## src/rtl/lpddr2_req_bridge.sv

```systemverilog
// Bridges the CPU's level-held LPDDR2 read/write requests onto single-beat Avalon-MM
// transactions, one per request assertion, with a watchdog bounding each transaction.
module lpddr2_req_bridge #(
    parameter int          ADDR_W   = 27,
    parameter int          TIMEOUT  = 1024,
    parameter logic [31:0] ERR_DATA = 32'hDEADBEEF
) (
    input  logic              clk,
    input  logic              rst,
    input  logic [ADDR_W-1:0] i_cpu_address,
    input  logic [31:0]       i_cpu_write_data,
    input  logic              i_cpu_rreq,
    input  logic              i_cpu_wreq,
    output logic [31:0]       o_cpu_read_data,
    output logic              o_cpu_done,
    output logic              o_cpu_busy,
    output logic              o_timeout_err,
    output logic [ADDR_W+1:0] o_avm_address,
    output logic              o_avm_read,
    output logic              o_avm_write,
    output logic [31:0]       o_avm_writedata,
    output logic [3:0]        o_avm_byteenable,
    input  logic              i_avm_waitrequest,
    input  logic [31:0]       i_avm_readdata,
    input  logic              i_avm_readdatavalid
);

    // state     | meaning
    // S_IDLE    | no request pending, waiting for rreq/wreq
    // S_WR_CMD  | avm_write presented, waiting for waitrequest low
    // S_RD_CMD  | avm_read presented, waiting for waitrequest low
    // S_RD_WAIT | read accepted, waiting for readdatavalid
    // S_HOLD    | transaction finished, waiting for both requests to drop
    typedef enum logic [2:0] {
        S_IDLE,
        S_WR_CMD,
        S_RD_CMD,
        S_RD_WAIT,
        S_HOLD
    } state_t;

    localparam int               CNT_W  = $clog2(TIMEOUT);
    localparam logic [CNT_W-1:0] CNT_TC = CNT_W'(TIMEOUT - 1);

    state_t            r_state;
    state_t            w_next_state;
    logic [CNT_W-1:0]  r_cnt;
    logic [CNT_W-1:0]  w_cnt_next;
    logic [ADDR_W-1:0] r_addr;
    logic [31:0]       r_wdata;
    logic [31:0]       r_rdata;
    logic [31:0]       w_rdata_next;
    logic              r_done;
    logic              r_busy;
    logic              r_err;
    logic              r_rd;
    logic              r_wr;
    logic              w_done;
    logic              w_err_next;
    logic              w_latch_addr;
    logic              w_latch_data;
    logic              w_expire;
    logic              w_busy_next;

    assign w_expire = (r_cnt == CNT_TC);

    always_ff @(posedge clk or posedge rst) begin
        if (rst) begin
            r_state <= S_IDLE;
        end else begin
            r_state <= w_next_state;
        end
    end

    always_comb begin
        w_next_state = r_state;
        w_cnt_next   = r_cnt;
        w_done       = 1'b0;
        w_err_next   = r_err;
        w_rdata_next = r_rdata;
        w_latch_addr = 1'b0;
        w_latch_data = 1'b0;
        case (r_state)
            S_IDLE: begin
                w_cnt_next = '0;
                if (i_cpu_wreq) begin
                    w_latch_addr = 1'b1;
                    w_latch_data = 1'b1;
                    w_next_state = S_WR_CMD;
                end else if (i_cpu_rreq) begin
                    w_latch_addr = 1'b1;
                    w_next_state = S_RD_CMD;
                end
            end
            S_WR_CMD: begin
                if (!i_avm_waitrequest) begin
                    w_done       = 1'b1;
                    w_next_state = S_HOLD;
                end else if (w_expire) begin
                    w_done       = 1'b1;
                    w_err_next   = 1'b1;
                    w_next_state = S_HOLD;
                end else begin
                    w_cnt_next = r_cnt + CNT_W'(1);
                end
            end
            S_RD_CMD: begin
                // data arriving with the accept completes the read outright
                if (!i_avm_waitrequest && i_avm_readdatavalid) begin
                    w_done       = 1'b1;
                    w_rdata_next = i_avm_readdata;
                    w_next_state = S_HOLD;
                end else if (w_expire) begin
                    w_done       = 1'b1;
                    w_err_next   = 1'b1;
                    w_rdata_next = ERR_DATA;
                    w_next_state = S_HOLD;
                end else begin
                    w_cnt_next = r_cnt + CNT_W'(1);
                    if (!i_avm_waitrequest) begin
                        w_next_state = S_RD_WAIT;
                    end
                end
            end
            S_RD_WAIT: begin
                if (i_avm_readdatavalid) begin
                    w_done       = 1'b1;
                    w_rdata_next = i_avm_readdata;
                    w_next_state = S_HOLD;
                end else if (w_expire) begin
                    w_done       = 1'b1;
                    w_err_next   = 1'b1;
                    w_rdata_next = ERR_DATA;
                    w_next_state = S_HOLD;
                end else begin
                    w_cnt_next = r_cnt + CNT_W'(1);
                end
            end
            S_HOLD: begin
                if (!i_cpu_rreq && !i_cpu_wreq) begin
                    w_next_state = S_IDLE;
                end
            end
            default: begin
                w_next_state = S_IDLE;
            end
        endcase
    end

    assign w_busy_next = (w_next_state == S_WR_CMD) || (w_next_state == S_RD_CMD) ||
                         (w_next_state == S_RD_WAIT);

    // outputs are registered from the next state so they line up with r_state
    always_ff @(posedge clk or posedge rst) begin
        if (rst) begin
            r_cnt   <= '0;
            r_addr  <= '0;
            r_wdata <= '0;
            r_rdata <= '0;
            r_done  <= 1'b0;
            r_busy  <= 1'b0;
            r_err   <= 1'b0;
            r_rd    <= 1'b0;
            r_wr    <= 1'b0;
        end else begin
            r_cnt   <= w_cnt_next;
            r_rdata <= w_rdata_next;
            r_done  <= w_done;
            r_busy  <= w_busy_next;
            r_err   <= w_err_next;
            r_rd    <= (w_next_state == S_RD_CMD);
            r_wr    <= (w_next_state == S_WR_CMD);
            if (w_latch_addr) begin
                r_addr <= i_cpu_address;
            end
            if (w_latch_data) begin
                r_wdata <= i_cpu_write_data;
            end
        end
    end

    assign o_cpu_read_data  = r_rdata;
    assign o_cpu_done       = r_done;
    assign o_cpu_busy       = r_busy;
    assign o_timeout_err    = r_err;
    assign o_avm_address    = {r_addr, 2'b00};
    assign o_avm_read       = r_rd;
    assign o_avm_write      = r_wr;
    assign o_avm_writedata  = r_wdata;
    assign o_avm_byteenable = 4'hF;

endmodule

```

## config.mk

```make
export PLATFORM = sky130hd
export DESIGN_NAME = lpddr2_req_bridge
export DESIGN_NICKNAME = d
export VERILOG_FILES = /design/src/rtl/lpddr2_req_bridge.sv
export SDC_FILE = /design/constraint.sdc
export NUM_CORES = 1
export LEC_CHECK = 0
export ABC_CLOCK_PERIOD_IN_PS = 3600
export CAP_MARGIN = 20
export CORE_MARGIN = 2
export CORE_UTILIZATION = 40
export DETAILED_ROUTE_END_ITERATION = 7
export PLACE_DENSITY = 0.75
export SYNTH_ARGS = -nofsm -noshare
export SYNTH_HDL_FRONTEND = slang
export SYNTH_SLANG_ARGS = --single-unit
```

## constraint.sdc

```tcl
create_clock -name clk -period 3.6 [get_ports clk]
set_input_delay 0.36 -clock clk [delete_from_list [all_inputs] [get_ports clk]]
set_output_delay 0.36 -clock clk [all_outputs]
set_load 0.05 [all_outputs]
```

# ---- Yosys cells after proc, flatten, opt, wreduce, memory -nomap -nowiden
# Cells that the tools add are included.
dict set report word_totals {
  regBits 109
  out_inout_bits 102
  elab_cells 69
}
dict set report op_classes {
  addsub 1
  n_eq_ne 11
  mux 34
  reduce_logical 13
}
# operator n
set ops {}
lappend ops {{two-way mux 32 bit} 3}
lappend ops {{case mux 32 bit (2 select lines)} 1}
lappend ops {{two-way mux 10 bit} 4}
lappend ops {{case mux 10 bit (4 select lines)} 1}
lappend ops {{two-way mux 3 bit} 9}
lappend ops {{case mux 3 bit (5 select lines)} 1}
lappend ops {{two-way mux 1 bit} 13}
lappend ops {{== test 3 x 2 -> 1 bit, second input constant} 4}
lappend ops {{adder 10 x 1 -> 10 bit, second input constant} 1}
lappend ops {{== test 10 bit, second input constant} 1}
lappend ops {{AND reduction 4 bit} 2}
lappend ops {{== test 3 x 1 -> 1 bit, second input constant} 2}
lappend ops {{inequality test 2 bit, second input constant} 3}
lappend ops {{case mux 1 bit (3 select lines)} 2}
lappend ops {{nonzero test 4 bit} 1}
lappend ops {{== test 3 bit, second input constant} 1}
lappend ops {{logical NOT 1 bit} 3}
lappend ops {{logical NOT 3 bit} 1}
lappend ops {{nonzero test 3 bit} 1}
lappend ops {{logical AND 1 bit} 2}
lappend ops {{logical OR 1 bit} 2}
lappend ops {{nonzero test 2 bit} 1}

# ---- Depth between registers and ports, before layout
# Gate-level depths: netlist of the first run.
dict set report depth {
  word_depth 7
  mapped_depth 7
}

# ---- Least setup slack after synthesis of the first run
# OpenSTA, ideal clock, no wires.
dict set report synth_timing {
  kind {register to register}
  startpoint {register r_state[0]}
  endpoint {register r_addr[10]}
  t_arrival_ns 1.632
  setup_slack_ns 1.841
  stages_incl_launch_ff 7
  synth_period_minus_slack_ns 1.759
  path_cell_list {dfrtp_1 -> buf_6 -> or3_1 -> buf_2 -> nor2_8 -> buf_6 -> mux2_1}
}
dict set report synth_between {
  elab_chain_cells 2
}
# item line_no
set synth_lines {}
lappend synth_lines {{start, declared} 45} ;# state_t r_state;
lappend synth_lines {{start signal, assigned} 71} ;# r_state <= w_next_state;
lappend synth_lines {{logical NOT 3 bit} 83} ;# case (r_state)
lappend synth_lines {{two-way mux 1 bit} 83}
lappend synth_lines {{end signal, assigned} 174} ;# r_addr <= i_cpu_address;
lappend synth_lines {{end, declared} 49} ;# logic [ADDR_W-1:0] r_addr;
# No other way between the ends.
# A chain may end at the register's enable or synchronous reset.

# ---- Worst setup path in the final report of the first run
dict set report layout_timing {
  startpoint {register r_cnt[0]}
  endpoint {register r_busy (netlist: o_cpu_busy)}
}
dict set report layout_between {
  elab_chain_cells 7
}
# item line_no
set layout_lines {}
lappend layout_lines {{start, declared} 47} ;# logic [CNT_W-1:0] r_cnt;
lappend layout_lines {{start signal, assigned} 166} ;# r_cnt <= w_cnt_next;
lappend layout_lines {{== test 10 bit (*)} 65} ;# assign w_expire = (r_cnt == CNT_TC);
lappend layout_lines {{two-way mux 3 bit, on equally long branches} {99, 130, 113}}
lappend layout_lines {{two-way mux 3 bit, on equally long branches} {126, 109, 96}}
lappend layout_lines {{case mux 3 bit (5 select lines) (*)} 83}
lappend layout_lines {{== test 3 x 1 -> 1 bit or == test 3 x 2 -> 1 bit (tied branches)} 150} ;# assign w_busy_next = (w_next_state == S_WR_CMD) || (w_next_state == S_RD_CMD) ||
lappend layout_lines {{logical OR 1 bit} 150}
lappend layout_lines {{logical OR 1 bit (*)} 150}
lappend layout_lines {{net w_busy_next} 63} ;# logic w_busy_next;
lappend layout_lines {{end signal, assigned} 169} ;# r_busy <= w_busy_next;
lappend layout_lines {{end, declared} 54} ;# logic r_busy;
# Mark *: on every way through the listed nets, which the timed path passes. The rest lies on a longest branch.

==> summary.md, run 1 <==
Post-CTS repair timing setup buffer count: 0. Detailed placement finished with a half-perimeter wire length of 8.640 mm. The peak ir drop on the vdd network was 0.6575 mV. The setup TNS is 0 ns. STA classifies the critical path startpoint as a flip-flop. The number of buffers created by CTS came out at 9. The sequential cell area is 2728 um2, and the total vias in the final route is 3613. The tools report the final-layout fill cell count as 896. The startpoint of the most critical hold path is o_timeout_err. The number of hold buffers added after CTS was 0.

The mapped netlist covers 4466 um2. The reported net switching power came out at 0.003380 W. The clock passes through at most 2 buffers. The path class of the tightest hold or removal check is reg2reg. With fillers left out, the area of the finished cells amounts to 6646 um2. The endpoint identified for the worst register-to-register timing path is o_cpu_busy.

The average via count per standard cell works out to 5.060. The final-report max-slew violation count is 0. The top cell types in the final layout, fill and taps aside, are clkdlybuf4s50_1 (192), dfrtp_1 (109), nand2_1 (107). The endpoint required time on the critical path came out at 3.84 ns.

The end point of the most critical hold path is o_timeout_err. OpenSTA, run right after detailed placement, puts the worst setup slack at 1.280 ns. The detailed-router iteration count before antenna repair is 4.

The area share of fa/ha/maj cells after synthesis is 0.2802%, and the total number of nets in the final design is 669. For the count of unique library cells instantiated by Yosys, the log shows 50. CTS saw 109 sinks. Wires add up to 11.67 mm. The worst-path maximum fanout was 11; the detailed-route DRC error count was 0. After detailed placement, the total cell area comes to 6440 um2. Data on the critical path arrives at its endpoint at 2.46 ns.

For the first-pass GRT wire length, the log shows 18.07 mm. Per report_power, the sequential group accounts for 30.2% of the total. Setup repair after global routing left no endpoint under its margin.

The combinational family with the most area after synthesis is simple AND/OR/NAND/NOR gates. During I/O placement, the number of pins put on the boundary was 199. Combinational logic burns 59.6% of the power. The run gives 0 as the max-capacitance violation count. For met1 alone, demand over resource in global routing was 23.03%. The type of destination of the critical path is a flip-flop. Portion of the post-synthesis area used by sequential elements: 61.08%. For the maximum number of pins on one net before global-route repair, the log shows 69. TritonCTS built the clock tree. The overall die height works out to 109.7 um. After Yosys synthesis, and, or, nand and nor cells account for 14.60% of the synthesized area. The count of nets left with antenna violations once routing finished came out at 0. Global routing usage on met2: 32.72%.

The tools report the yosys synthesis warning count as 0. By startpoint and endpoint, the worst setup path is classified as reg2reg. For the final database, setup skew stands at 0.01088 ns. The tools report the clock root buffer master as clkbuf_8. The clock network burns 10.2% of the power.

The routed design could run at a clock period as short as 2.215 ns. The number of antenna violations at the first check in global routing is 0. The startpoint identified for the worst register-to-register timing path is r_cnt[0]. The tools report the worst path setup slack after routing as 1.385 ns.

The leakage power was 2.875 nW; the leftover overflow at the end of global routing was 0. Post-synthesis register bit count: 109. The post-route netlist has 5.923% of its cells at a drive strength greater than 1.

The routed length per instance works out to 16.34 um. At the later pin of the worst-skew pair, clock insertion delay measures 0.36 ns. Net switching is 49.05% of the power. Setup violations remaining at the end of the flow were counted as 0. Averaged over all synthesized cells, the footprint is 11.60 um2. The logs give 215 for the number of DRC markers after the initial detailed-route iteration and 37.62% for the worst slew slack as a fraction of its limit. Most used flip-flop cell after synthesis: dfrtp_1. Antenna diode instance count: 0. The internal portion of the total power is 0.003511 W. The area growth from synthesis to layout is 48.84%.

The setup slack on the worst flop-to-flop path was 1.39 ns; the post-synthesis mux area share was 6.809%. The layer with the highest usage after global routing is met2. The number of port buffers was 192; the overall track demand over capacity in global routing was 19.69%. The area of the core came out at 10890 um2. For this configuration, the core starts out at a cell density of 41.01%. The die covers 12030 um2. The clock tree synthesis step divided the H-tree into 3 levels. The share of the synthesized netlist area taken by xor and xnor gates is 0.1961%.

The number of global-route vias before repair came out at 3618. The run gives 1560 um2 as the total area of multi-input combinational cells. At the pin with the least slew margin, the transition time is 0.9332 ns.

The flow ran to the end, and the final reports show no timing, DRC or antenna violations. The fraction of the mapped netlist area in compound gates works out to 12.55%. For the worst hold slack across all endpoints, the log shows 0.4750 ns. Counting cells, the worst reg-to-reg path comes to 5. Routability-driven placement finished with a final weighted congestion of 0.8406.

The post-cts sizing count was 0. Global routing used 7.884% of the available met3 tracks. The cell depth of the worst hold path is 1. Of the available clock period, the critical path in the final layout requires 61.52%. Of all flip-flops after synthesis, the portion carrying an async set or reset was 100.0%. The timing-limited maximum frequency was 451.6 MHz; the count of standard-cell rows was 38. The die is 109.7 um wide.

The library cell used most frequently in the layout, excluding fill and tap cells, is clkdlybuf4s50_1. In this run, synthesis inferred 0 flip-flops with an integrated enable. For the final hold violation count, the log shows 0. After clock tree synthesis, the clock-pin slew on the worst setup and hold paths is 0.10 ns. For the number of instances in the synthesized netlist, the log shows 385. Dividing total power by cell area gives a power density of 1037 nW/um2.
[critical path: stages, from the launching register on]
cell and delay, ns:
dfrtp_1 0.42, ha_1 0.25, nand4_1 0.22, nor4b_2 0.83, o41a_1 0.30, nand2_1 0.08
[sequential cells by signal, summed over array words and instances, names as in the netlist]
name / cells
r_state: 3
o_cpu_done: 1
o_avm_write: 1
o_cpu_busy: 1
r_addr: 27
o_avm_writedata: 32
o_cpu_read_data: 32
o_timeout_err: 1
o_avm_read: 1
r_cnt: 10
[metal layers]
metal / routed length (um) / vias to the layer above
li1: - / 1692
met1: 4807 / 1732
met2: 5250 / 175
met3: 1424 / 14
met4: 185 / 0
met5: 0 / -
[power groups by stage]
stage / Sequential, W / Clock, W / Combinational [W]
after floorplan: 0.00383 / 0 / 0.00101
after global placement: 0.00208 / 0 / 0.00405
after detailed placement: 0.00210 / 0 / 0.00411
after CTS: 0.00208 / 0.000730 / 0.00411
after global routing: 0.00215 / 0.000779 / 0.00432
final: 0.00208 / 0.000705 / 0.00411
[layout make-up]
class	instances	area share (%)
clock buffers	11	1.977
well taps	140	2.636
inverters	8	0.4895
clock inverters	3	0.7154
multi-input cells	247	23.48
flip-flops and latches	109	41.04
repair buffers	196	29.67
[synth_stat cells, types with 2 or more instances]
cell	count	share of area [%]
nor2_1	7	0.59
and2_1	2	0.28
o311ai_0	2	0.39
o41ai_1	4	0.78
nor3_2	2	0.45
clkbuf_1	6	0.50
nand2_1	107	9.0
nand2b_1	2	0.28
buf_2	7	0.78
nand3b_1	2	0.34
a31oi_1	2	0.28
inv_1	7	0.59
nand4_1	4	0.56
o21bai_1	2	0.34
buf_6	5	1.3
o22a_1	24	4.7
nor2b_1	3	0.42
and3_1	2	0.28
mux2_2	7	1.8
a22o_1	8	1.6
a21oi_1	7	0.78
o21ai_0	7	0.78
conb_1	2	0.17
or4_1	2	0.34
o31ai_1	5	0.84
buf_4	6	1.0
dfrtp_1	109	61
mux2_1	20	5.0
[through the flow]
step	utilization [%]	total power [W]	std cells
after CTS	60.79	0.006924	713
after global routing	61.04	0.007245	714
after detailed placement	59.15	0.006202	699
after global placement	59.15	0.006124	699
final	61.04	0.006891	714
after floorplan	-	0.004844	389
[kinds of logic after synthesis]
| group | count (synthesis) |
|---|---|
| multiplexers | 27 |
| AO/OA/AOI/OAI | 70 |
| buffers and inverters | 33 |
| adder cells (fa/ha/maj) | 1 |
| XOR/XNOR | 1 |
| other | 2 |
| AND/OR/NAND/NOR | 142 |
| flip-flops | 109 |
[worst max-delay path by stage]
stage,start,endpoint,slack [ns],cells past startpoint
floorplan,rst,o_avm_read,0.37,1
global placement,i_avm_readdatavalid,o_cpu_read_data[16],1.33,4
detailed placement,i_avm_readdatavalid,o_cpu_read_data[18],1.28,4
CTS,r_state[1],o_avm_writedata[5],1.29,4
global route,r_cnt[0],o_cpu_busy,1.22,5
finish,r_cnt[0],o_cpu_busy,1.39,5
Power figures use the tool's default switching activity.
==> run 2: changes to the inputs <==
- ABC_CLOCK_PERIOD_IN_PS: 3600 -> 1800
- CORE_UTILIZATION: 40 -> 38
- clock period: 3.6 -> 1.8 ns (I/O delays scaled with it)
==> summary.md, run 2 (same netlist as run 1, synthesis figures left out) <==
The run finished with clean final reports. The final-layout fill cell count was 934 (+4.2%). The clock root buffer master was clkbuf_16. The peak ir drop on the vdd network is 1.189 mV (+81%). For the total number of nets in the final design, the log shows 703 (+5.1%). The maximum number of pins on one net before global-route repair came out at 60 (-13%). The tools report the clock skew after layout as 0.007784 ns (-0.003099 ns).

The logs give 11470 um2 (+5.3%) for the area of the core and 0.34 ns (-0.02 ns) for the clock latency on the worst-skew pair. Leaving out fill and tap cells, the most frequent cells in the layout are clkdlybuf4s50_1 (190), dfrtp_1 (108), nand2_1 (107). The worst setup path is of the reg2reg kind.

Number of buffers created by CTS: 9 (unchanged). Final-report max-slew violation count: 0 (unchanged). The overall track demand over capacity in global routing came out at 20.23% (+0.54 points). Broken down by cell family, the worst path's largest delay share belongs to simple AND/OR/NAND/NOR gates. The count of clock tree sinks came out at 109 (unchanged). The number of port buffers was 192 (unchanged); the post-layout instance count excluding filler cells was 753 (+5.5%). The count of standard-cell rows was 39 (+2.6%); the total vias in the final route was 3746 (+3.7%).

The run gives 2.04 ns (-0.42 ns) as the data arrival at the endpoint of the critical path. Walking the worst path, the cells encountered are buf_4, nand3b_1, o311ai_2, buf_6, or4_1, a21oi_2. The clock tree buffer depth came out at 2 (unchanged). The slew at the pin closest to its max-slew limit was 0.5803 ns (-0.3530 ns); the number of antenna violations at the first check in global routing was 0 (unchanged). The worst slew slack as a fraction of its limit is 61.17% (+24 points). The tools report the type of destination of the critical path as a flip-flop. The first-pass GRT wire length is 20.48 mm (+13%). The tools report the placed cell count as 730 (+4.4%). The worst-path maximum fanout came out at 9 (-2). For the final hold violation count, the log shows 0 (unchanged). The share of layout cells above drive strength 1 is 13.11% (+7.2 points). The endpoint required time on the critical path is 2.08 ns (-1.76 ns), and the final HPWL from detailed placement is 8.924 mm (+3.3%). The horizontal extent of the die is 112.4 um (+2.5%). For this design, the slowest cell found on the critical path is or4_1. The commonest non-fill, non-tap cell in the layout is clkdlybuf4s50_1. For the area enclosed by the die boundary, the log shows 12630 um2 (+5.1%). The logs give 3 (unchanged) for the level count of the clock H-tree and 3.136 nW (+9.1%) for the leakage power.

The number of DRC markers after the initial detailed-route iteration was 177 (-18%); the timing-limited maximum frequency was 567.5 MHz (+26%). The path class of the tightest hold or removal check is in2async. Number of setup violations in the final report: 0 (unchanged).

TritonCTS built the clock tree. For the worst hold slack across all endpoints, the log shows 0.2931 ns (-0.1819 ns). Critical path startpoint category: a flip-flop. The run gives 0 (unchanged) as the final antenna-violating net count. The number of I/O pins came out at 199 (unchanged).

For the initial cell density of the core, the log shows 38.94% (-2.1 points). The detailed-route DRC error count is 0 (unchanged), and the detailed-router iteration count before antenna repair is 4 (unchanged). The time the worst path needs with I/O delays and setup is 1.762 ns (-0.4526 ns), and the setup TNS is 0 ns (unchanged). The run gives 0 (unchanged) as the leftover overflow at the end of global routing. Number of global-route vias before repair: 4111 (+14%). The number of buffers inserted by hold repair at cts was 0 (unchanged); the longest individual stage delay on the worst path was 0.54 ns (-0.29 ns). The max-capacitance violation count was 0 (unchanged). The routed length per instance is 16.35 um (about the same).

The run gives 0.8549 (+1.7%) as the routability-driven placement congestion ratio. Overall die height: 112.4 um (+2.5%). The post-route fraction of the period consumed by the critical path was 97.89% (+36 points). Setup repair after global routing could not meet its margin everywhere. The tools report the setup slack on the worst flop-to-flop path as 0.04 ns (-1.35 ns). Clock slew at the register clock pins of the worst setup and hold paths: 0.07 ns (-0.03 ns).

The power per unit of standard cell area was 2097 nW/um2 (+100%). The total wirelength of the detailed-routed design was 12.31 mm (+5.5%); the signed area change from the synthesized netlist to the final layout was 59.93%. The average via count per standard cell was 4.975 (-1.7%).

The antenna diode instance count is 0 (unchanged), and the number of buffers and inverters on the critical path is 2 (+2).
[run 2: cell count changes in the layout (fill, tap and decap cells not counted), sizes merged]
cell / delta
clkbuf: +3
clkdlybuf4s50: -2
a21oi: +1
inv: -1
clkinv: -1
clkinvlp: +1
buf: +35
[run 2: cell type report]
type | count | area (um2) | area share (%)
sequential | 109 | 2729 | 38.21
timing repair buffer | 229 | 2273 | 31.83
multi-input combinational | 248 | 1614 | 22.60
clock buffer | 14 | 274.0 | 3.837
tap | 143 | 178.9 | 2.505
clock inverter | 2 | 38.79 | 0.5431
inverter | 8 | 33.78 | 0.4730
[run 2: report_power, final]
group	leakage, nW	switching, W	internal [W]
registers	1.31	0.000572	0.00353
clock network	0.154	0.000862	0.00120
logic	1.67	0.00557	0.00324
[run 2: path summary, 6_finish.rpt]
path / cells past startpoint / startpoint / end
worst min register to register: 1 / o_timeout_err / o_timeout_err
worst max-delay path: 6 / r_state[1] / r_cnt[9]
min in group clk: 3 / i_cpu_write_data[25] / o_avm_writedata[25]
worst min-delay path: 3 / rst / o_cpu_read_data[10]
max in group asynchronous: 3 / rst / r_state[1]
worst max register to register: 6 / r_state[1] / r_cnt[9]
[run 2: worst reg2reg max path: cells and delay by family (launching register included)]
family | cells | cell delay, ns
AOI/OAI and AO/OA | 2 | 0.28
buffers and inverters | 2 | 0.32
DFF | 1 | 0.44
and+or+nand+nor | 2 | 0.65
[run 2: per-stage QoR]
step | total power [W] | utilization [%] | setup slack, ns | instance area (um2)
3_5_place_dp | 0.01282 | 58.54 | -0.2105 | 6713
4_1_cts | 0.01498 | 61.53 | 0.01891 | 7056
3_3_place_gp | 0.01262 | 58.54 | -0.1220 | 6713
5_1_grt | 0.01575 | 62.28 | -0.04572 | 7142
6_report | 0.01498 | 62.28 | 0.03801 | 7142
2_1_floorplan | 0.009688 | - | 0.04059 | 4484
[run 2: timing repair]
action | CTS | global route
cloned | 1 | 0
buffers inserted | 0 | 6
hold endpoints to repair | 0 | 0
endpoints found under the setup margin | 51 | 78
gates resized for setup | 4 | 8
pin swaps | 1 | 6
[run 2: routing by layer]
metal | track usage [%] | vias up | routed length, um
li1 | - | 1760 | -
met1 | 24.21 | 1823 | 4839
met2 | 33.45 | 135 | 6163
met3 | 6.695 | 28 | 952
met4 | 8.862 | 0 | 357
met5 | 0 | - | 0
